File: config.mk
export PLATFORM = sky130hd
export DESIGN_NAME = if_fetch_queue
export DESIGN_NICKNAME = d
export VERILOG_FILES = /design/src/rtl/if_fetch_queue.sv
export SDC_FILE = /design/constraint.sdc
export NUM_CORES = 1
export LEC_CHECK = 0
export CAP_MARGIN = 20
export CELL_PAD_IN_SITES_DETAIL_PLACEMENT = 0
export CELL_PAD_IN_SITES_GLOBAL_PLACEMENT = 2
export CORE_ASPECT_RATIO = 0.9
export CORE_MARGIN = 2
export CORE_UTILIZATION = 35
export CTS_BUF_LIST = sky130_fd_sc_hd__clkbuf_8
export CTS_CLUSTER_SIZE = 12
export DETAILED_ROUTE_END_ITERATION = 7
export HOLD_SLACK_MARGIN = 0.05
export PLACE_DENSITY = 0.79
export REMOVE_ABC_BUFFERS = 1
export SETUP_SLACK_MARGIN = 0.5
export SKIP_CTS_REPAIR_TIMING = 1
export SLEW_MARGIN = 40
export SYNTH_ARGS = -nofsm -noshare
export SYNTH_HDL_FRONTEND = slang
export SYNTH_SLANG_ARGS = --single-unit
export TNS_END_PERCENT = 5
File: constraint.sdc
create_clock -name clk_i -period 5.75 [get_ports clk_i]
set_input_delay 1.15 -clock clk_i [delete_from_list [all_inputs] [get_ports clk_i]]
set_output_delay 1.15 -clock clk_i [all_outputs]
set_load 0.05 [all_outputs]
File: src/rtl/if_fetch_queue.sv
// if_fetch_queue
//   Instruction fetch front end. It keeps one instruction-cache request in
//   flight at a time and steers the fetch PC from the branch predictor or
//   from redirects. Returned instructions go into a small circular queue,
//   and the decode stage drains that queue.
//
// Ports
//   clk_i, rst_i            clock, synchronous active-high reset
//   icache_req_*            fetch request (valid/addr out, ready in)
//   icache_rsp_*            instruction response (valid/data in)
//   bp_hit_i, bp_target_i   predictor result for fetch_pc_o
//   redirect_sel_i          00 none, 01 mispredict_pc_i, 10 alu_pc_i, 11 none
//   dec_*                   head-of-queue entry towards decode
//   fetch_pc_o              current fetch PC
//   stall_o                 a request is outstanding, or the queue is full
//   fetch_count_o           number of instructions handed to decode
//   dbg_state_o             current FSM state (S_REQ=0, S_WAIT=1, S_DROP=2)
//
// Handshakes: a transfer happens on a cycle where valid and ready are both
// high at the rising clock edge. Once valid is asserted it does not depend
// on ready. The exception is icache_req_valid_o, which a same-cycle
// redirect drops.
module if_fetch_queue #(
    parameter int              XLEN     = 32,
    parameter int              ILEN     = 32,
    parameter int              FQ_DEPTH = 4,
    parameter logic [XLEN-1:0] RESET_PC = '0
) (
    input  logic            clk_i,
    input  logic            rst_i,
    output logic            icache_req_valid_o,
    output logic [XLEN-1:0] icache_req_addr_o,
    input  logic            icache_req_ready_i,
    input  logic            icache_rsp_valid_i,
    input  logic [ILEN-1:0] icache_rsp_data_i,
    input  logic            bp_hit_i,
    input  logic [XLEN-1:0] bp_target_i,
    input  logic [1:0]      redirect_sel_i,
    input  logic [XLEN-1:0] mispredict_pc_i,
    input  logic [XLEN-1:0] alu_pc_i,
    output logic            dec_valid_o,
    input  logic            dec_ready_i,
    output logic [XLEN-1:0] dec_pc_o,
    output logic [XLEN-1:0] dec_pc4_o,
    output logic [ILEN-1:0] dec_inst_o,
    output logic            dec_hit_o,
    output logic [XLEN-1:0] fetch_pc_o,
    output logic            stall_o,
    output logic [31:0]     fetch_count_o,
    output logic [1:0]      dbg_state_o
);

    localparam int PTR_W = $clog2(FQ_DEPTH);
    localparam int CNT_W = PTR_W + 1;

    typedef enum logic [1:0] {
        S_REQ  = 2'd0,
        S_WAIT = 2'd1,
        S_DROP = 2'd2
    } state_e;

    state_e            state_q;
    logic [XLEN-1:0]   pc_q;
    logic [XLEN-1:0]   req_pc_q;
    logic [XLEN-1:0]   req_pc4_q;
    logic              req_hit_q;
    logic [PTR_W-1:0]  wr_ptr_q;
    logic [PTR_W-1:0]  rd_ptr_q;
    logic [CNT_W-1:0]  count_q;
    logic [31:0]       fetch_count_q;

    logic [XLEN-1:0]   q_pc   [FQ_DEPTH];
    logic [XLEN-1:0]   q_pc4  [FQ_DEPTH];
    logic [ILEN-1:0]   q_inst [FQ_DEPTH];
    logic              q_hit  [FQ_DEPTH];

    logic              redirect;
    logic [XLEN-1:0]   redirect_pc;
    logic              full;
    logic              empty;
    logic              req_valid;
    logic              req_fire;
    logic              push;
    logic              pop;
    logic [XLEN-1:0]   pc_plus4;

    always_comb begin
        redirect    = (redirect_sel_i == 2'b01) || (redirect_sel_i == 2'b10);
        redirect_pc = (redirect_sel_i == 2'b01) ? mispredict_pc_i : alu_pc_i;
        full        = (count_q == CNT_W'(FQ_DEPTH));
        empty       = (count_q == '0);
        pc_plus4    = pc_q + XLEN'(4);
        // A redirect makes the current fetch PC stale, so no request goes out.
        req_valid   = (state_q == S_REQ) && !full && !redirect;
        req_fire    = req_valid && icache_req_ready_i;
        // A redirect discards both the response being pushed and the entry
        // being popped in the same cycle.
        push        = (state_q == S_WAIT) && icache_rsp_valid_i && !redirect;
        pop         = !empty && dec_ready_i && !redirect;
    end

    // Fetch FSM and fetch PC
    always_ff @(posedge clk_i) begin
        if (rst_i) begin
            state_q   <= S_REQ;
            pc_q      <= RESET_PC;
            req_pc_q  <= '0;
            req_pc4_q <= '0;
            req_hit_q <= 1'b0;
        end else begin
            if (redirect) begin
                pc_q <= redirect_pc;
            end else if (req_fire) begin
                pc_q      <= bp_hit_i ? bp_target_i : pc_plus4;
                req_pc_q  <= pc_q;
                req_pc4_q <= pc_plus4;
                req_hit_q <= bp_hit_i;
            end

            case (state_q)
                S_REQ: begin
                    if (req_fire) state_q <= S_WAIT;
                end
                S_WAIT: begin
                    // If the response arrives together with the redirect,
                    // it is simply not pushed. Otherwise the response is
                    // still in flight and has to be swallowed in S_DROP.
                    if (icache_rsp_valid_i) state_q <= S_REQ;
                    else if (redirect)      state_q <= S_DROP;
                end
                S_DROP: begin
                    if (icache_rsp_valid_i) state_q <= S_REQ;
                end
                default: state_q <= S_REQ;
            endcase
        end
    end

    // Queue pointers, occupancy and delivered-instruction counter
    always_ff @(posedge clk_i) begin
        if (rst_i) begin
            wr_ptr_q      <= '0;
            rd_ptr_q      <= '0;
            count_q       <= '0;
            fetch_count_q <= '0;
        end else begin
            if (redirect) begin
                wr_ptr_q <= '0;
                rd_ptr_q <= '0;
                count_q  <= '0;
            end else begin
                if (push) wr_ptr_q <= wr_ptr_q + PTR_W'(1);
                if (pop)  rd_ptr_q <= rd_ptr_q + PTR_W'(1);
                if (push && !pop)      count_q <= count_q + CNT_W'(1);
                else if (pop && !push) count_q <= count_q - CNT_W'(1);
            end
            if (pop) fetch_count_q <= fetch_count_q + 32'd1;
        end
    end

    // Queue storage. It is not reset because the outputs are zeroed while
    // the queue is empty.
    always_ff @(posedge clk_i) begin
        if (push) begin
            q_pc[wr_ptr_q]   <= req_pc_q;
            q_pc4[wr_ptr_q]  <= req_pc4_q;
            q_inst[wr_ptr_q] <= icache_rsp_data_i;
            q_hit[wr_ptr_q]  <= req_hit_q;
        end
    end

    always_comb begin
        icache_req_valid_o = req_valid;
        icache_req_addr_o  = pc_q;
        dec_valid_o        = !empty;
        dec_pc_o           = empty ? '0 : q_pc[rd_ptr_q];
        dec_pc4_o          = empty ? '0 : q_pc4[rd_ptr_q];
        dec_inst_o         = empty ? '0 : q_inst[rd_ptr_q];
        dec_hit_o          = empty ? 1'b0 : q_hit[rd_ptr_q];
        fetch_pc_o         = pc_q;
        stall_o            = (state_q != S_REQ) || full;
        fetch_count_o      = fetch_count_q;
        dbg_state_o        = state_q;
    end

endmodule

==> impl_metrics.json <==
{
  "worstRegToRegCells": 5,
  "grt_pass1_vias": 13480,
  "grt_overflow": 0,
  "via_count": 13290,
  "drc": 0,
  "grt_first_pass_wirelength_mm": 84.01,
  "r2r_slack_ns": 3.00,
  "antenna_found_initial": 7,
  "wl_met1_mm": 24.08,
  "cts_sinks": 518,
  "rsz0062_at_grt": "no",
  "cts.clk_slew.worst_paths_ns": 0.06,
  "drt_wl_total_mm": 56.39,
  "slowest_stage": "clkdlybuf4s50_1",
  "detail_route.wl_per_cell_um": 21.29,
  "crit_buf_inv": 2,
  "slew_violations": 0,
  "hold_path.class": "reg2reg",
  "drtIter0Drc": 679,
  "netlist_area_um2": 21460,
  "gp_congestion": 0.7404,
  "cts-root-buf": "clkbuf_8",
  "clock_skew_ns": 0.04356,
  "cp-endpoint": "dec_pc4_o[27]",
  "drtAntennaViolNets": 0,
  "end_kind": "output port",
  "synth.distinct_cells": 53,
  "p_leak_nw": 9.144,
  "synth_edf_count": 380,
  "area_growth_pct": 25.53,
  "ioPinCount": 334,
  "power_density_nw_per_um2": 294.6,
  "crit_fanout": 28,
  "setup_tns_ns": 0,
  "maxSlewHeadroom_pct": 43.75,
  "fin_cells": 2649,
  "cts_tree": "done",
  "die_x_um": 265.0,
  "r2r_end": "q_pc[3][2]$_DFFE_PP_",
  "ys_top_cells_by_count": "edfxtp_1 (380), dfxtp_1 (138), nand2_1 (118)",
  "fmax_ghz": 0.2152,
  "worstHoldStart": "req_pc_q[26]$_SDFFE_PP0P_",
  "initial_utilization_pct": 35.24,
  "fin_crit_ns": 4.646,
  "die_h_um": 238.9,
  "synthTopCellsByArea": "edfxtp_1 (53%), dfxtp_1 (13%), mux4_2 (10%)",
  "cp.required_ns": 4.60,
  "insertion_delay_ns": 0.68,
  "viasPerCell": 5.018,
  "tightest_slew_ns": 0.8437,
  "htree_levels": 3,
  "core-area_um2": 60900,
  "netlist_instances": 1480,
  "fp-row-count": 86,
  "synth_area_per_cell_um2": 14.50,
  "hpwl_mm": 35.08,
  "wl_met3_mm": 4.150,
  "dr.pass1.iters": 4,
  "ir_worst_vdd_mv": 0.1362,
  "yosys_most_used_dff": "edfxtp_1",
  "hold_viol": 0,
  "drive_above_1_share_pct": 13.42,
  "setup-violations-final": 0,
  "critical-path-top-delay-family": "buffers and inverters",
  "dpl.cell_count": 2490,
  "port_buffers": 333,
  "placed_area_um2": 25380,
  "synth_top_cell_by_area": "edfxtp_1",
  "power.total_mw": 7.936,
  "fin_crit_sh_pct": 80.80,
  "grt_start_max_net_pins": 81,
  "wl_met2_mm": 27.12,
  "crit_chain": "buf_4, mux4_2, and2_1, clkdlybuf4s50_1",
  "yosys.area.top_type_share_pct": 53.17,
  "grt_use_total_pct": 17.75,
  "synth.most_common_cell": "edfxtp_1",
  "die-area_um2": 63310,
  "top_layer": "met5",
  "cpPeakStageDelay_ns": 0.78,
  "criticalPathCategory": "reg2out",
  "nNetsFinal": 1929,
  "drv_cap": 0,
  "worstSetupPathDepth": 4,
  "start_kind": "flip-flop",
  "cts_buffers": 84,
  "final_cell_area_um2": 26940,
  "ys_warn_count": 0,
  "seq_area_frac_synth_pct": 66.05,
  "cp.arrival_ns": 3.50,
  "ys_ff_latch": 518,
  "cts_max_path_buffers": 3,
  "r2r-start": "dbg_state_o[0]$_SDFFE_PP0P_",
  "async_flop_share_pct": 0,
  "status": "completed"
}
-- layout make-up --
type                            count  area (um^2)
Tap cell                          792        991.0
Multi-Input combinational cell    810         6541
Fill cell                        5517        33970
Clock buffer                       89         1225
Sequential cell                   518        14180
Timing Repair Buffer              356         3618
Antenna cell                        1        2.502
Clock inverter                     69        326.6
Inverter                           14        52.55
-- worst register-to-register path, cell delays in order (launching register included) --
cell and delay, ns:
dfxtp_1 0.43, inv_1 0.09, or3_1 0.43, nor2_1 0.29, and2_4 0.70, buf_12 0.45
-- flip-flops by register name, summed over array words and instances, names as in the netlist, named ones only --
signal         cells
dbg_state_o        2
rd_ptr_q           2
count_q            3
q_inst           128
wr_ptr_q           2
req_pc_q          32
fetch_count_o     32
q_pc4            128
q_pc             120
fetch_pc_o        32
q_hit              4
req_hit_q          1
req_pc4_q         30
-- cells in the final DEF (no fill, tap or decap), drive strengths merged, types with 2 or more instances in the layout --
cell,count
a31oi,21
nand4,24
edfxtp,380
nand2,118
inv,65
a21oi,63
xnor2,30
nor3,16
xor2,29
and2,102
nand3,21
ha,8
and4,6
mux2i,40
o211ai,4
nor4b,2
o22ai,12
nor4,14
or3,9
clkbuf,89
a221oi,3
o21ai,22
and3,9
clkdlybuf4s50,331
a211oi,23
a311oi,3
buf,25
dfxtp,138
nor2b,4
o32a,11
nor2,103
clkinv,17
nand2b,7
mux4,95
-- logic make-up (layout without fill, tap and decap cells) --
group / after synthesis / in the layout / share of synthesized area (%)
AO/OA/AOI/OAI: 169 / 169 / 4.921
XOR/XNOR: 59 / 59 / 2.408
adder cells (fa/ha/maj): 9 / 9 / 0.5598
buffers and inverters: 152 / 528 / 3.638
flip-flops: 518 / 518 / 66.05
multiplexers: 135 / 135 / 11.84
other: 0 / 1 / 0
AND/OR/NAND/NOR: 438 / 438 / 10.59
-- through the flow --
| step | util, % | hold slack (ns) | setup slack [ns] |
|---|---|---|---|
| 6_report | 44.23 | 0.4904 | 1.104 |
| 5_1_grt | 44.23 | 0.5056 | 0.8291 |
| 4_1_cts | 44.23 | 0.4895 | 0.9692 |
| 3_5_place_dp | 41.68 | 0.4823 | 1.226 |
| 3_3_place_gp | 41.56 | 0.4693 | 1.213 |
| 2_1_floorplan | - | 0.4549 | -0.6655 |
-- where the power goes --
group	internal, mW	total, mW	leakage [nW]	switching [mW]
clock network	1.45	2.93	0.963	1.47
registers	4.07	4.19	4.83	0.119
logic	0.309	0.816	3.35	0.507
total	5.84	7.94	9.14	2.10
-- how the worst min path moves through the flow --
stage | end | slack (ns) | cells after the start
6_report | q_pc[2][26]$_DFFE_PP_ | 0.49 | 0
5_1_grt | q_pc[0][26]$_DFFE_PP_ | 0.51 | 0
4_1_cts | q_pc[2][26]$_DFFE_PP_ | 0.49 | 0
3_5_place_dp | q_pc[2][5]$_DFFE_PP_ | 0.48 | 0
3_3_place_gp | q_pc[0][3]$_DFFE_PP_ | 0.47 | 0
2_1_floorplan | q_pc4[0][2]$_DFFE_PP_ | 0.45 | 0
-- routing by layer --
metal	global-route usage [%]	vias to the layer above
met5	0	-
met4	4.280	12
met3	5.336	89
met2	29.36	387
met1	22.92	6653
li1	-	6152
Note: power is estimated with default switching activity, not from simulation.
